[config.mk]
export PLATFORM = sky130hd
export DESIGN_NAME = uart_fifo_ctrl
export DESIGN_NICKNAME = d
export VERILOG_FILES = /design/src/rtl/uart_fifo_ctrl.sv
export SDC_FILE = /design/constraint.sdc
export NUM_CORES = 1
export LEC_CHECK = 0
export CAP_MARGIN = 20
export CORE_MARGIN = 2
export CORE_UTILIZATION = 46
export CTS_CLUSTER_DIAMETER = 100
export DETAILED_ROUTE_END_ITERATION = 12
export DONT_BUFFER_PORTS = 1
export GPL_TIMING_DRIVEN = 0
export HOLD_SLACK_MARGIN = 0.05
export SYNTH_ARGS = -nofsm -noshare
export SYNTH_HDL_FRONTEND = slang
export SYNTH_HIERARCHICAL = 1
export SYNTH_SLANG_ARGS = --single-unit
[constraint.sdc]
create_clock -name sysclk -period 9.4 [get_ports sysclk]
set_clock_uncertainty 0.1 [all_clocks]
set_input_delay 0.94 -clock sysclk [delete_from_list [all_inputs] [get_ports sysclk]]
set_output_delay 0.94 -clock sysclk [all_outputs]
set_load 0.05 [all_outputs]
[src/rtl/uart_fifo_ctrl.sv]
// Memory-mapped UART with TX/RX FIFOs, optional parity, sticky errors and one IRQ.
// Everything runs on sysclk; bit timing comes from an integer cycle divider.

module uart_fifo_buf #(
    parameter int DW    = 8,
    parameter int DEPTH = 16,
    parameter int AW    = $clog2(DEPTH)
) (
    input  logic          clk,
    input  logic          rst,
    input  logic          push,
    input  logic          pop,
    input  logic [DW-1:0] din,
    output logic [DW-1:0] dout,
    output logic          full,
    output logic          empty,
    output logic [AW:0]   count
);
    logic [DW-1:0] mem [DEPTH];
    logic [AW-1:0] wp;
    logic [AW-1:0] rp;
    logic          do_push;
    logic          do_pop;

    assign full    = count == (AW+1)'(DEPTH);
    assign empty   = count == '0;
    assign do_push = push & ~full;
    assign do_pop  = pop & ~empty;
    assign dout    = mem[rp];

    always_ff @(posedge clk) begin
        if (do_push) mem[wp] <= din;
    end

    always_ff @(posedge clk or posedge rst) begin
        if (rst) begin
            wp    <= '0;
            rp    <= '0;
            count <= '0;
        end else begin
            if (do_push) wp <= wp + AW'(1);
            if (do_pop) rp <= rp + AW'(1);
            unique case ({do_push, do_pop})
                2'b10:   count <= count + (AW+1)'(1);
                2'b01:   count <= count - (AW+1)'(1);
                default: count <= count;
            endcase
        end
    end
endmodule

module uart_fifo_ctrl #(
    parameter logic [31:0] BASE_ADDR  = 32'h4000_0018,
    parameter int          BIT_CYCLES = 5208,
    parameter int          DATA_BITS  = 8,
    parameter int          FIFO_DEPTH = 16
) (
    input  logic        sysclk,
    input  logic        reset,
    input  logic        rd,
    input  logic        wr,
    input  logic [31:0] addr,
    input  logic [31:0] wdata,
    output logic [31:0] rdata,
    input  logic        rxd,
    output logic        txd,
    output logic        irqout
);
    localparam int CW  = $clog2(BIT_CYCLES);
    localparam int FAW = $clog2(FIFO_DEPTH);
    localparam logic [CW-1:0] C_END  = CW'(BIT_CYCLES - 1);
    localparam logic [CW-1:0] C_HALF = CW'(BIT_CYCLES / 2 - 1);
    localparam logic [2:0]    LAST   = 3'(DATA_BITS - 1);

    typedef enum logic [2:0] {
        S_IDLE,
        S_START,
        S_DATA,
        S_PAR,
        S_STOP
    } uart_st_t;

    logic sel_tx, sel_rx, sel_con, con_wr;
    assign sel_tx  = addr == BASE_ADDR;
    assign sel_rx  = addr == BASE_ADDR + 32'd4;
    assign sel_con = addr == BASE_ADDR + 32'd8;
    assign con_wr  = wr & sel_con;

    logic [5:0] ctrl;
    logic tx_en, rx_en, par_en, par_odd, rx_irq_en, tx_irq_en;
    assign {tx_irq_en, rx_irq_en, par_odd, par_en, rx_en, tx_en} = ctrl;

    logic overrun, frame_err, par_err;
    logic set_ovr, set_fe, set_pe;

    // A hardware set in the same cycle as a W1C clear wins.
    always_ff @(posedge sysclk or posedge reset) begin
        if (reset) begin
            ctrl      <= '0;
            overrun   <= 1'b0;
            frame_err <= 1'b0;
            par_err   <= 1'b0;
        end else begin
            if (con_wr) ctrl <= wdata[5:0];
            overrun   <= (overrun & ~(con_wr & wdata[13])) | set_ovr;
            frame_err <= (frame_err & ~(con_wr & wdata[14])) | set_fe;
            par_err   <= (par_err & ~(con_wr & wdata[15])) | set_pe;
        end
    end

    logic                 tx_pop, tx_full, tx_empty;
    logic [DATA_BITS-1:0] tx_head;
    logic [FAW:0]         tx_count;
    logic                 rx_push, rx_full, rx_empty;
    logic [DATA_BITS-1:0] rx_head;
    logic [FAW:0]         rx_count;

    uart_fifo_buf #(.DW(DATA_BITS), .DEPTH(FIFO_DEPTH)) u_tx_fifo (
        .clk   (sysclk),
        .rst   (reset),
        .push  (wr & sel_tx),
        .pop   (tx_pop),
        .din   (wdata[DATA_BITS-1:0]),
        .dout  (tx_head),
        .full  (tx_full),
        .empty (tx_empty),
        .count (tx_count)
    );

    logic [DATA_BITS-1:0] rx_sh;

    uart_fifo_buf #(.DW(DATA_BITS), .DEPTH(FIFO_DEPTH)) u_rx_fifo (
        .clk   (sysclk),
        .rst   (reset),
        .push  (rx_push),
        .pop   (rd & sel_rx),
        .din   (rx_sh),
        .dout  (rx_head),
        .full  (rx_full),
        .empty (rx_empty),
        .count (rx_count)
    );

    uart_st_t             tx_st, tx_st_n;
    logic [CW-1:0]        tx_cnt, tx_cnt_n;
    logic [2:0]           tx_idx, tx_idx_n;
    logic [DATA_BITS-1:0] tx_sh, tx_sh_n;
    logic                 tx_pb, tx_pb_n;
    logic                 tx_end, tx_load, tx_busy;

    assign tx_end  = tx_cnt == C_END;
    assign tx_busy = tx_st != S_IDLE;

    always_ff @(posedge sysclk or posedge reset) begin
        if (reset) begin
            tx_st  <= S_IDLE;
            tx_cnt <= '0;
            tx_idx <= '0;
            tx_sh  <= '0;
            tx_pb  <= 1'b0;
        end else begin
            tx_st  <= tx_st_n;
            tx_cnt <= tx_cnt_n;
            tx_idx <= tx_idx_n;
            tx_sh  <= tx_sh_n;
            tx_pb  <= tx_pb_n;
        end
    end

    // Loading straight from STOP keeps queued frames back-to-back.
    always_comb begin
        tx_st_n  = tx_st;
        tx_cnt_n = tx_cnt + CW'(1);
        tx_idx_n = tx_idx;
        tx_sh_n  = tx_sh;
        tx_pb_n  = tx_pb;
        tx_pop   = 1'b0;
        tx_load  = 1'b0;
        unique case (tx_st)
            S_IDLE: begin
                tx_cnt_n = '0;
                tx_load  = tx_en & ~tx_empty;
            end
            S_START: if (tx_end) begin
                tx_cnt_n = '0;
                tx_idx_n = '0;
                tx_st_n  = S_DATA;
            end
            S_DATA: if (tx_end) begin
                tx_cnt_n = '0;
                tx_sh_n  = tx_sh >> 1;
                tx_idx_n = tx_idx + 3'd1;
                if (tx_idx == LAST) tx_st_n = par_en ? S_PAR : S_STOP;
            end
            S_PAR: if (tx_end) begin
                tx_cnt_n = '0;
                tx_st_n  = S_STOP;
            end
            S_STOP: if (tx_end) begin
                tx_cnt_n = '0;
                tx_st_n  = S_IDLE;
                tx_load  = tx_en & ~tx_empty;
            end
            default: tx_st_n = S_IDLE;
        endcase
        if (tx_load) begin
            tx_pop  = 1'b1;
            tx_sh_n = tx_head;
            tx_pb_n = ^tx_head;
            tx_st_n = S_START;
        end
    end

    always_comb begin
        txd = 1'b1;
        unique case (tx_st)
            S_START: txd = 1'b0;
            S_DATA:  txd = tx_sh[0];
            S_PAR:   txd = tx_pb ^ par_odd;
            default: txd = 1'b1;
        endcase
    end

    logic rx_m, rx_s, rx_p;

    always_ff @(posedge sysclk or posedge reset) begin
        if (reset) begin
            rx_m <= 1'b1;
            rx_s <= 1'b1;
            rx_p <= 1'b1;
        end else begin
            rx_m <= rxd;
            rx_s <= rx_m;
            rx_p <= rx_s;
        end
    end

    uart_st_t             rx_st, rx_st_n;
    logic [CW-1:0]        rx_cnt, rx_cnt_n;
    logic [2:0]           rx_idx, rx_idx_n;
    logic [DATA_BITS-1:0] rx_sh_n;
    logic                 rx_pbit, rx_pbit_n;
    logic                 rx_end;

    assign rx_end = rx_cnt == C_END;

    always_ff @(posedge sysclk or posedge reset) begin
        if (reset) begin
            rx_st   <= S_IDLE;
            rx_cnt  <= '0;
            rx_idx  <= '0;
            rx_sh   <= '0;
            rx_pbit <= 1'b0;
        end else begin
            rx_st   <= rx_st_n;
            rx_cnt  <= rx_cnt_n;
            rx_idx  <= rx_idx_n;
            rx_sh   <= rx_sh_n;
            rx_pbit <= rx_pbit_n;
        end
    end

    // Samples land mid-bit: half a period into START, then every full period.
    always_comb begin
        rx_st_n   = rx_st;
        rx_cnt_n  = rx_cnt + CW'(1);
        rx_idx_n  = rx_idx;
        rx_sh_n   = rx_sh;
        rx_pbit_n = rx_pbit;
        rx_push   = 1'b0;
        set_ovr   = 1'b0;
        set_fe    = 1'b0;
        set_pe    = 1'b0;
        unique case (rx_st)
            S_IDLE: begin
                rx_cnt_n = '0;
                if (rx_p & ~rx_s) rx_st_n = S_START;
            end
            S_START: if (rx_cnt == C_HALF) begin
                rx_cnt_n = '0;
                rx_idx_n = '0;
                rx_st_n  = rx_s ? S_IDLE : S_DATA;
            end
            S_DATA: if (rx_end) begin
                rx_cnt_n = '0;
                rx_sh_n  = {rx_s, rx_sh[DATA_BITS-1:1]};
                rx_idx_n = rx_idx + 3'd1;
                if (rx_idx == LAST) rx_st_n = par_en ? S_PAR : S_STOP;
            end
            S_PAR: if (rx_end) begin
                rx_cnt_n  = '0;
                rx_pbit_n = rx_s;
                rx_st_n   = S_STOP;
            end
            S_STOP: if (rx_end) begin
                rx_cnt_n = '0;
                rx_st_n  = S_IDLE;
                if (!rx_s) set_fe = 1'b1;
                else if (par_en && (rx_pbit != (^rx_sh ^ par_odd))) set_pe = 1'b1;
                else if (rx_full) set_ovr = 1'b1;
                else rx_push = 1'b1;
            end
            default: rx_st_n = S_IDLE;
        endcase
        if (!rx_en) begin
            rx_st_n  = S_IDLE;
            rx_cnt_n = '0;
            rx_push  = 1'b0;
            set_ovr  = 1'b0;
            set_fe   = 1'b0;
            set_pe   = 1'b0;
        end
    end

    logic [31:0] status;
    assign status = {8'd0, 8'(rx_count), par_err, frame_err, overrun,
                     tx_busy, rx_empty, rx_full, tx_empty, tx_full,
                     2'b00, ctrl};

    always_comb begin
        rdata = '0;
        if (rd) begin
            unique case (1'b1)
                sel_rx:  rdata = rx_empty ? '0 : 32'(rx_head);
                sel_con: rdata = status;
                default: rdata = '0;
            endcase
        end
    end

    assign irqout = (rx_irq_en & (~rx_empty | overrun | frame_err | par_err))
                  | (tx_irq_en & tx_empty & ~tx_busy);

    logic unused_bits;
    assign unused_bits = ^{wdata, tx_count};
endmodule

Word level (Yosys, flattened, before mapping)
Memory sizes are Yosys's and may differ from the RTL's.
Index checks and enable logic that the tools add are counted.
{ "totals": {"register_bits": 94, "latchBits": 0, "ram_bits": 256, "rom_bits": 0, "in_bits": 69, "out_inout_bits": 34, "wordCells": 200, "mem_count": 2} }
{ "mem_list": {"columns": ["memory", "words", "width", "rd", "rd_clocked_by_memory_dff", "write_ports", "line_no", "rtl"], "rows": [
  ["u_rx_fifo.mem", 16, 8, 1, 0, 1, "19", "logic [DW-1:0] mem [DEPTH];"],
  ["u_tx_fifo.mem", 16, 8, 1, 0, 1, "19", null]
]} }
{ "classes": {"addsub": 12, "multipliers": 0, "n_div": 0, "n_lt_le_gt_ge": 0, "eq_ne": 39, "n_shift": 0, "muxes": 65, "n_bitwise": 36, "reduce_logical": 23} }
{ "ops": {"columns": ["operator", "count"], "rows": [
  ["32-bit by 31-bit == test with 1-bit output (second input constant)", 3],
  ["13-bit two-way mux", 4],
  ["3-bit two-way mux", 17],
  ["21-bit one-hot mux with 2 select lines", 1],
  ["13-bit one-hot mux with 3 select lines", 1],
  ["3-bit != test (second input constant)", 11],
  ["32-bit two-way mux", 1],
  ["8-bit two-way mux", 4],
  ["3-bit one-hot mux with 5 select lines", 2],
  ["1-bit two-way mux", 27],
  ["13-bit by 1-bit adder with 13-bit output (second input constant)", 2],
  ["13-bit == test (second input constant)", 2],
  ["13-bit one-hot mux with 2 select lines", 1],
  ["5-bit one-hot mux with 2 select lines", 2],
  ["1-bit bitwise AND", 18],
  ["4-bit by 1-bit adder with 4-bit output (second input constant)", 4],
  ["8-bit XOR reduction", 2],
  ["13-bit by 12-bit == test with 1-bit output (second input constant)", 1],
  ["3-bit by 2-bit == test with 1-bit output (second input constant)", 4],
  ["3-bit == test (second input constant)", 4],
  ["3-bit one-hot mux with 2 select lines", 2],
  ["6-bit AND reduction", 2],
  ["2-bit nonzero test", 6],
  ["5-bit by 1-bit adder with 5-bit output (second input constant)", 2],
  ["22 further kinds", 52]
]} }

Depth between registers and ports, before layout
Gate-level depths: netlist of run 1.
{ "depth": {"ltp_word": 12, "ltp_mapped": 17, "depth_no_buf": 16} }

Cells and area by module
Netlist of run 1, hierarchy kept.
{ "by_module_without_submodules": {"columns": ["module", "n_inst", "cells_per_inst", "area_each_um2", "seq_area_each_um2"], "rows": [
  ["uart_fifo_buf", 2, 333, 5789.3, 4169.0],
  ["uart_fifo_ctrl", 1, 382, 3920.0, 1705.4]
]} }

Least setup slack after synthesis of run 1
Ideal clock, no wire load.
{ "synth_path": {"path_kind": "input port to output port", "startpoint": "input addr[18]", "endpoint": "output rdata[12]", "arrival_time_ns": 2.710, "required_ns": 8.360, "setup_slack_ns": 5.650, "stages": 4, "path_buffers": 0, "cell_sequence": "nor4b_1 > and4_1 > nand2_1 > nor3_1"} }
{ "synth_via": {"elab_chain_cells": 3, "elab_cells_between_ends": 4, "cone_classes": "2 x eq/ne; 2 x mux"} }
{ "synth_rtl": {"columns": ["item", "line_no", "rtl"], "rows": [
  ["start, declared", "62", "input logic [31:0] addr,"],
  ["32-bit by 31-bit == test with 1-bit output, on equally long branches", "86, 85", null],
  ["21-bit one-hot mux with 2 select lines (*)", "323", "unique case (1'b1)"],
  ["32-bit two-way mux (*)", "322", "if (rd) begin"],
  ["end, declared", "64", "output logic [31:0] rdata,"]
]} }
Mark *: on every way between the ends. The rest lies on a longest branch, timed or not.

Final worst setup path of run 1
{ "layout_path": {"startpoint": "input addr[6]", "endpoint": "output rdata[0]"} }
The elaborated chain is that of the path after synthesis.

==> results of run 1 <==
cells in the mapped netlist, types with 7 or more instances:
| cell type | count |
|---|---|
| edfxtp_1 | 256 |
| dfrtp_1 | 91 |
| nor2_1 | 61 |
| nand2_1 | 58 |
| mux2i_1 | 53 |
| o21ai_0 | 51 |
| xnor2_1 | 37 |
| mux4_2 | 32 |
| mux2_2 | 29 |
| a21oi_1 | 28 |
| inv_1 | 28 |
| ha_1 | 24 |
| xor2_1 | 20 |
| nand3_1 | 19 |
| and2_1 | 18 |
| a22oi_1 | 17 |
| a221oi_1 | 16 |
| nor3_1 | 16 |
| clkbuf_1 | 15 |
| a22o_1 | 13 |
| buf_6 | 13 |
| nor2b_1 | 13 |
| buf_2 | 12 |
| buf_4 | 12 |
| nand4_1 | 10 |
| and4_1 | 8 |
| nor4_1 | 8 |
| a21o_1 | 7 |
| nand2b_1 | 7 |
registers in the layout, indices dropped and copies added, names as in the netlist, 3 cells and up:
signal / flops
u_rx_fifo/count: 5
u_rx_fifo/mem: 128
tx_idx: 3
u_tx_fifo/mem: 128
tx_cnt: 13
u_tx_fifo/count: 5
rx_cnt: 13
rx_st: 3
u_rx_fifo/rp: 4
u_tx_fifo/rp: 4
tx_sh: 8
rx_idx: 3
rx_sh: 8
u_rx_fifo/wp: 4
tx_st: 3
u_tx_fifo/wp: 4
ctrl: 6
timing repair:
item,CTS,global route
hold buffers,1,0
endpoints found under the hold margin,1,0
gates resized for setup,0,0
power by group through the flow:
stage | registers, uW | clock network (uW) | logic (uW)
final | 1670 | 1470 | 142
after global routing | 1670 | 1570 | 162
after CTS | 1670 | 1510 | 144
after global placement | 1700 | 0 | 142
after detailed placement | 1700 | 0 | 143
after floorplan | 1700 | 0 | 120
per-stage QoR:
stage | worst slack, ps | utilization (%)
final | 4700 | 52.3
after global routing | 4580 | 52.3
after CTS | 4780 | 52.3
after detailed placement | 4790 | 48.5
after global placement | 4830 | 48.2
after floorplan | 5650 | -
worst paths after layout:
| check | end | slack, ps | start |
|---|---|---|---|
| setup / recovery | rdata[0] | 4700 | addr[6] |
| hold / removal | u_rx_fifo/count[1] | 230 | reset |
| setup reg to reg | u_rx_fifo/count[4] | 5070 | rx_cnt[0] |
| hold reg to reg | rx_s | 260 | rx_m |
| max in group asynchronous | rx_p | 7980 | reset |
| min in group sysclk | rx_s | 260 | rx_m |
cell families after synthesis:
group / share of synthesized area [%]
AOI/OAI and AO/OA: 6.50
xor gates and xnor gates: 3.37
adders and majority gates: 2.20
buffers and inverters: 3.56
DFF: 64.8
muxes: 10.4
other: 0.0242
and+or+nand+nor: 9.18
routing by layer:
layer	routed length, um	global-route usage [%]	vias up
met4	1110	6.87	0
met2	17000	33.1	204
li1	-	-	4066
met5	0	0	-
met1	14300	25.4	4302
met3	1570	3.41	55
cell usage in the layout (no fill, tap or decap), types with 15 or more instances in the layout:
master / synthesis / routed
clkbuf_16: 0 / 39
mux2i_1: 53 / 53
nand3_1: 19 / 19
xor2_1: 20 / 20
xnor2_1: 37 / 37
nand2_1: 58 / 58
nor3_1: 16 / 15
nor2_1: 61 / 61
edfxtp_1: 256 / 256
dfrtp_1: 91 / 91
a22oi_1: 17 / 17
o21ai_0: 51 / 50
mux2_2: 29 / 29
a21oi_1: 28 / 28
buf_4: 12 / 20
mux4_2: 32 / 32
inv_1: 28 / 27
clkbuf_1: 15 / 23
ha_1: 24 / 24
and2_1: 18 / 18
a221oi_1: 16 / 16
layout make-up:
class                           instances  area [um^2]
Timing Repair Buffer                   10         97.6
Clock inverter                         21          211
Sequential cell                       350        10000
Clock buffer                           49         1030
Multi-Input combinational cell        622         4950
Inverter                               28          108
Tap cell                              448          561
Buffer                                 58          447
Fill cell                            2833        15900
==> results.md, run 1 <==
* Worst skew pair latency at 520 ps
* Pwr dens at 188 nW/um^2
* Tcrit/Tclk final at 50.0%
* Initial DRT Pass Iterations at 4
* Post-CTS Setup Bufs at 0
* Drt wl/cell at 21.4 um
* Hpwl dp at 23.3 mm
* Pint at 2590 uW
* Clock tree from TritonCTS: yes
* Final setup violation count at 0
* GRT overflow at 0
* Pleak at 0.00588 uW
* Normalized max-slew margin at 22.0%
* Synth Area per Inst at 14.8 um^2
* Sw Ratio at 21.1%
* Core area at 33400 um^2
* Residual DRC at 0
* Via density per instance at 5.44
* Total track usage at 19.5%
* Max Slew Vio Count at 0
* CTS root buf: clkbuf_16
* Arr. time, crit path at 3660 ps
* Number of cells in the finished layout apart from fillers at 1586
* Share of the synthesized area in the top cell type at 49.6%
* Largest net degree at the start of global routing at 68
* Critical Path End Type: output port
* Slowest CP cell: nor4_1
* Total wire length at 33.9 mm
* Vias in the first global route at 8605
* Nets@finish at 1203
* Share of power burned in registers at 50.9%
* FF+latch count, synth at 350
* CTS Sinks at 350
* Worst VDD drop at 0.172 mV
* Die Span X at 188 um
* Mapped cell area at 15500 um^2
* Antenna diode count at 0
* Critical path's top delay family: simple AND/OR/NAND/NOR gates
* Final worst path period need at 4700 ps
* Max clock buf depth at 3
* Crit-path max cell delay at 910 ps
* Total CTS buffers at 38
* Crit path depth at 6
* Synth-to-Final Area Change at 12.6%
* Initial Utilization at 46.5%
* Post-synthesis cell count at 1048
* Ys flop type: edfxtp_1
* Fraction of registers with async set/reset at 26.9%
* RePlAce Congestion at 0.787
* Clock Power Share at 44.7%
* Worst min path class: in2async
* Yosys cell types at 76
* R2R cell count at 16
* Critical path data required time at 8360 ps
* Syn. warnings at 6
* RSZ-0062 raised after global routing: no
* Sum of negative setup slack at 0 ps
* Share of cells above drive strength 1 at 17.3%
* Synth area leader: edfxtp_1
* Worst-margin pin slew at 1150 ps
* Max FO, Critical Path at 8
* Placed cells at 1515
* EDFF count, synth at 256
* Antenna-violating nets left at 0
* Design Area, Final at 17400 um^2
* H-Tree Depth at 2
* Crit path cell chain: nor4_1, and4_1, and4_1, nor2b_1, clkbuf_1, a22o_1
* Clock slew at reported path FFs at 60 ps
* Die Span Y at 188 um
* F_max at 0.213 GHz
* I/O Buffers at 0
* CP bufs+invs at 1
* Startpoint class of the critical path: input pin
* Die area at 35200 um^2
* Sequential-to-total area share from yosys stat at 64.8%
* Crit path top cell by count: and4_1
* Vias at 8627
* Maxcap violations at 0
* Critical path type: in2out
* Final Hold Viols at 0
* I/O pins at 103
* First-pass GRT wire length at 52.2 mm
* Main area contributors after synthesis: edfxtp_1 50%, dfrtp_1 15%, mux4_2 4.7%
* Hold Worst Slack at 228 ps
* Power after layout at 3280 uW
* Psw at 692 uW
* # rows at 67
* Outcome: finished clean
* Initial antenna violation count at 0
* Gate power share at 4.3%
* Placed instance area at 16200 um^2
* DR iter-0 viols at 572
Note: power is estimated with default switching activity, not from simulation.
==> run 2: changes to the inputs <==
Clock period 9.4 ns to 4.7 ns, I/O delays scaled along.
==> run 2 against run 1 <==
  * Combinational power increased by 120%
  * Register-to-register slack got worse by 4700 ps
  * Non-clock buffer count increased by 12
  * Clock-buffer cell count unchanged
  * Critical path depth increased by 10
  * Worst hold slack got worse by 77 ps
  * Clock power increased by 99%
  * Utilization increased by 0.36 points
  * Design area increased by 0.69%
  * Sequential power increased by 100%
  * Die area unchanged
  * Critical endpoint is now u_rx_fifo/count[4]
==> results.md, run 2 (synthesis results as in run 1) <==
* Drt wl/cell at 21.2 um (-0.81%)
* Filler cells at 2826 (-0.25%)
* Worst min path class: in2reg
* Crit path depth at 16 (+10)
* Startpoint class of the critical path: register
* F_max at 0.231 GHz
* First-pass GRT wire length at 52.4 mm (+0.30%)
* Normalized max-slew margin at 23.1% (+1.1 points)
* I/O Buffers at 0 (unchanged)
* Vias at 8634 (+0.081%)
* Residual DRC at 0 (unchanged)
* Arr. time, crit path at 4650 ps (+990 ps)
* Final Hold Viols at 0 (unchanged)
* Final WS setup at 363 ps (-4340 ps)
* Antenna diode count at 0 (unchanged)
* Max Slew Vio Count at 0 (unchanged)
* Clock slew at reported path FFs at 60 ps (about the same)
* I/O pins at 103 (unchanged)
* Total wire length at 33.9 mm (about the same)
* CTS root buf: clkbuf_16
* Synth-to-Final Area Change at 13.3%
* DR iter-0 viols at 570 (-0.35%)
* Share of power burned in registers at 50.7% (-0.2 points)
* Psw at 1400 uW (+100%)
* Hpwl dp at 23.3 mm (unchanged)
* CP bufs+invs at 2 (+1)
* H-Tree Depth at 2 (unchanged)
* Design Area, Final at 17600 um^2 (+0.69%)
* Biggest registers after layout: u_rx_fifo/mem: 128 flops, u_tx_fifo/mem: 128 flops
* R2R cell count at 16 (unchanged)
* Slowest CP cell: or3b_4
* Clock tree from TritonCTS: yes
* Largest net degree at the start of global routing at 68 (unchanged)
* Maxcap violations at 0 (unchanged)
* Pleak at 0.00593 uW (+0.85%)
* Gate power share at 4.8% (+0.5 points)
* Share of cells above drive strength 1 at 17.1% (-0.18 points)
* # rows at 67 (unchanged)
* Worst skew pair latency at 520 ps (about the same)
* Crit-path max cell delay at 430 ps (-480 ps)
* Crit path top cell by count: ha_1
* Critical path data required time at 5020 ps (-3340 ps)
* Placed instance area at 16200 um^2 (unchanged)
* Hold Path Cell Cnt at 2
* Pint at 5190 uW (+100%)
* Initial antenna violation count at 0 (unchanged)
* Total track usage at 19.6% (+0.033 points)
* Post-CTS sizing at 0 (unchanged)
* Via density per instance at 5.40 (-0.67%)
* Total CTS buffers at 38 (unchanged)
* GRT overflow at 0 (unchanged)
* Final setup violation count at 0 (unchanged)
* Antenna-violating nets left at 0 (unchanged)
* Sum of negative setup slack at 0 ps (unchanged)
* Die area at 35200 um^2 (unchanged)
* CTS Sinks at 350 (unchanged)
* Sw Ratio at 21.2% (+0.17 points)
* Core area at 33400 um^2 (unchanged)
* Hold Worst Slack at 151 ps (-77.3 ps)
* Max clock buf depth at 3 (unchanged)
* RSZ-0062 raised after global routing: no
* Critical Path End Type: register
* Nets@finish at 1215 (+1.0%)
* Vias in the first global route at 8650 (+0.52%)
* Pre-CTS setup slack at 333 ps (-4460 ps)
* RePlAce Congestion at 0.787 (unchanged)
* Final worst path period need at 4340 ps
* Crit path cell chain: ha_1, or3b_4, nor4_4, nand3_1, a21oi_1, nor2b_1, and2_1, buf_2, inv_1, ha_1, ha_1, nor2b_1, o21ai_0, a21oi_1, or3b_1, xnor2_1
* Die Span X at 188 um (unchanged)
* Tcrit/Tclk final at 92.3%
* Pwr dens at 375 nW/um^2 (+99%)
* Outcome: finished clean
* Utilization after layout at 52.7% (+0.36 points)
* Max FO, Critical Path at 9 (+1)
* Worst VDD drop at 0.343 mV (+99%)
* Initial DRT Pass Iterations at 5 (+1)
* Clock Power Share at 44.5% (-0.2 points)
* Most frequent cells in the layout: 256 x edfxtp_1, 91 x dfrtp_1, 61 x nor2_1
* Die Span Y at 188 um (unchanged)
* Critical path's top delay family: simple AND/OR/NAND/NOR gates
* Most common cell after layout, fill and taps aside: edfxtp_1
* Critical path type: reg2reg
* Initial Utilization at 46.5% (unchanged)
* Worst-margin pin slew at 1140 ps (-16.2 ps)
==> run 2: cell types whose count changed in the layout (fill, tap and decap cells not counted), sizes merged <==
cell,previous run,this run
dlygate4sd3,1,13
==> run 2: area by class of cell <==
| cell class | count | area (um^2) | area share, % |
|---|---|---|---|
| sequential | 350 | 10000 | 57.2 |
| multi-input combinational | 622 | 4950 | 28.2 |
| clock buffer | 49 | 1030 | 5.88 |
| tap | 448 | 561 | 3.19 |
| buffer | 58 | 447 | 2.54 |
| timing repair buffer | 22 | 218 | 1.24 |
| clock inverter | 21 | 211 | 1.20 |
| inverter | 28 | 108 | 0.613 |
==> run 2: timing repair <==
item / 4_1_cts / 5_1_grt
hold buffers: 13 / 0
hold endpoints to repair: 228 / 0
setup buffers: 0 / 0
==> run 2: path summary, 6_finish.rpt <==
| kind | endpoint | start | slack [ps] |
|---|---|---|---|
| worst max-delay path | u_rx_fifo/count[4] | rx_cnt[0] | 360 |
| worst min-delay path | overrun | wr | 150 |
| worst max register to register | u_rx_fifo/count[4] | rx_cnt[0] | 360 |
| worst min register to register | rx_s | rx_m | 260 |
| max in group asynchronous | u_tx_fifo/rp[2] | reset | 3680 |
| min in group asynchronous | overrun | reset | 230 |
==> run 2: routing by layer <==
metal,vias up,GRT usage (%),share of wire [%]
li1,4095,-,-
met1,4336,25.6,43
met2,152,33.4,50
met3,51,3.07,3.8
met4,0,6.75,3.1
met5,-,0,0
==> run 2: power groups by stage <==
stage                     Combinational, uW  Clock [uW]  Sequential, uW
final                                   313        2930            3340
after global routing                    354        3140            3350
after CTS                               317        3010            3340
after detailed placement                286           0            3410
after global placement                  283           0            3410
after floorplan                         240           0            3400
==> run 2: through the flow <==
stage	std cells	power, uW
floorplan	1058	3640
global placement	1506	3690
global route	1598	6840
detailed placement	1515	3690
CTS	1598	6670
finish	1598	6590
==> run 3: changes to the inputs <==
Settings changed: CORE_ASPECT_RATIO set to 1.25, GPL_ROUTABILITY_DRIVEN set to 0.
Clock period 4.7 ns to 4.46 ns, I/O delays scaled along.
==> run 3 against run 2 <==
  * Clock power rose by 1%
  * Worst setup slack got worse by 77 ps
  * Design area fell by 0.58%
  * Via count rose by 0.69%
  * Register-to-register slack got worse by 80 ps
  * Combinational power rose by 6%
  * Wire length rose by 2.9%
  * Cell count fell by 1.7%
  * First-iteration DRC count rose by 19%
  * Global-route usage rose by 0.88 points
==> results.md, run 3 (synthesis results as in run 1) <==
* Multi-input gate area at 4960 um^2 (+0.33%)
* Max Slew Vio Count at 0 (unchanged)
* Largest net degree at the start of global routing at 69 (+1.5%)
* Share of cells above drive strength 1 at 17.2% (+0.060 points)
* Final Hold Viols at 0 (unchanged)
* Max FO, Critical Path at 19 (+10)
* Hpwl dp at 24.3 mm (+4.3%)
* Vias in the first global route at 8879 (+2.6%)
* Vias at 8694 (+0.69%)
* Worst VDD drop at 0.377 mV (+9.9%)
* I/O Buffers at 0 (unchanged)
* Max clock buf depth at 3 (unchanged)
* Biggest registers after layout: u_rx_fifo/mem: 128 flops, u_tx_fifo/mem: 128 flops
* Startpoint class of the critical path: register
* Total wire length at 34.9 mm (+2.9%)
* Total track usage at 20.4% (+0.88 points)
* GRT overflow at 0 (unchanged)
* Most common cell after layout, fill and taps aside: edfxtp_1
* Core area at 33400 um^2 (+0.13%)
* Tcrit/Tclk final at 93.6% (+1.3 points)
* Die Span Y at 209 um (+12%)
* Pwr dens at 391 nW/um^2 (+4.2%)
* Residual DRC at 0 (unchanged)
* Utilization after layout at 52.3% (-0.37 points)
* Final setup violation count at 0 (unchanged)
* Die Span X at 168 um (-10%)
* Reg2reg setup slack at 290 ps (-80 ps)
* Initial DRT Pass Iterations at 5 (unchanged)
* Critical Path End Type: register
* Most frequent cells in the layout: 256 x edfxtp_1, 90 x dfrtp_1, 61 x nor2_1
* Register area at 10000 um^2 (about the same)
* Sum of negative setup slack at 0 ps (unchanged)
* Initial Utilization at 46.4% (-0.059 points)
* Hold Worst Slack at 86.8 ps (-63.9 ps)
* Total CTS buffers at 36 (-5.3%)
* DR iter-0 viols at 681 (+19%)
* Nets@finish at 1214 (-0.082%)
* Clock tree from TritonCTS: yes
* Worst skew pair latency at 530 ps (about the same)
* CTS Sinks at 350 (unchanged)
* Worst-margin pin slew at 1090 ps (-44.0 ps)
* Antenna-violating nets left at 0 (unchanged)
* First-pass GRT wire length at 53.9 mm (+2.9%)
* Drt wl/cell at 22.2 um (+4.7%)
* Final worst path period need at 4170 ps (-163 ps)
* Clock slew at reported path FFs at 60 ps (about the same)
* Maxcap violations at 0 (unchanged)
* CTS root buf: clkbuf_16
* Filler cells at 2780 (-1.6%)
* Outcome: finished clean
* Synth-to-Final Area Change at 12.7%
* Initial antenna violation count at 4 (+4)
* Critical path type: reg2reg
* RSZ-0062 raised after global routing: no
* # rows at 75 (+12%)
* Normalized max-slew margin at 26.7% (+3.6 points)
* I/O pins at 103 (unchanged)
* H-Tree Depth at 2 (unchanged)
* Critical path data required time at 4780 ps (-240 ps)
* Worst min path class: in2reg
* Pleak at 0.00589 uW (-0.70%)
* Arr. time, crit path at 4490 ps (-160 ps)
* Via density per instance at 5.53 (+2.4%)
* F_max at 0.240 GHz (+3.9%)
* Die area at 35200 um^2 (about the same)
## run 3: stage by stage
step	power, uW	setup WS (ps)	std cells	instance area (um^2)
final	6830	286	1571	17500
after CTS	6910	45.6	1567	17400
after global routing	7070	14.7	1571	17500
after floorplan	3840	781	1058	15500
after global placement	3890	-27.4	1481	16100
after detailed placement	3890	-21.9	1489	16100
## run 3: routing by layer
| metal | vias to the layer above | GRT usage, % | share of wire (%) |
|---|---|---|---|
| met1 | 4381 | 25.6 | 41 |
| met4 | 4 | 5.80 | 2.3 |
| met5 | - | 0 | 0.075 |
| met3 | 50 | 4.20 | 4.7 |
| met2 | 166 | 36.0 | 52 |
| li1 | 4093 | - | - |
## run 3: layout make-up
cell class | count | share of cell area, %
sequential | 350 | 57.5
multi-input combinational | 622 | 28.4
clock buffer | 43 | 5.37
tap | 423 | 3.03
buffer | 58 | 2.57
clock inverter | 22 | 1.29
timing repair buffer | 23 | 1.17
inverter | 28 | 0.616
antenna | 2 | 0.0287
## run 3: power by group
group	internal [uW]	total [uW]	switching, uW
Combinational	140	332	192
Clock	1740	2970	1230
Sequential	3500	3520	18.9
Total	5380	6830	1440
## run 3: worst paths after layout
kind,from,to,depth (start not counted)
setup / recovery,rx_sh[5],u_rx_fifo/count[4],16
setup reg to reg,rx_sh[5],u_rx_fifo/count[4],16
max in group asynchronous,reset,rx_sh[2],2
hold / removal,wr,overrun,2
min in group asynchronous,reset,u_tx_fifo/count[4],2
hold reg to reg,rx_m,rx_s,0
## run 3: worst max-delay path: stages, from the launching register on
cell      delay, ps
dfrtp_1         820
xnor2_1         190
xnor3_1         430
xnor2_1         270
a21oi_2         130
nor2b_2         200
and2_1          140
clkbuf_4        190
inv_1            70
ha_1            220
inv_1           100
fa_1            400
nor2b_1         130
o21ai_1          80
nand3_1          80
or3b_1          380
xnor2_1         140
## run 3: repair_timing
item,in CTS,in global routing
endpoints found under the setup margin,1,2
pin swaps,0,1
hold endpoints to repair,228,0
gates resized for setup,1,6
hold buffers,13,0
buffers inserted,0,2
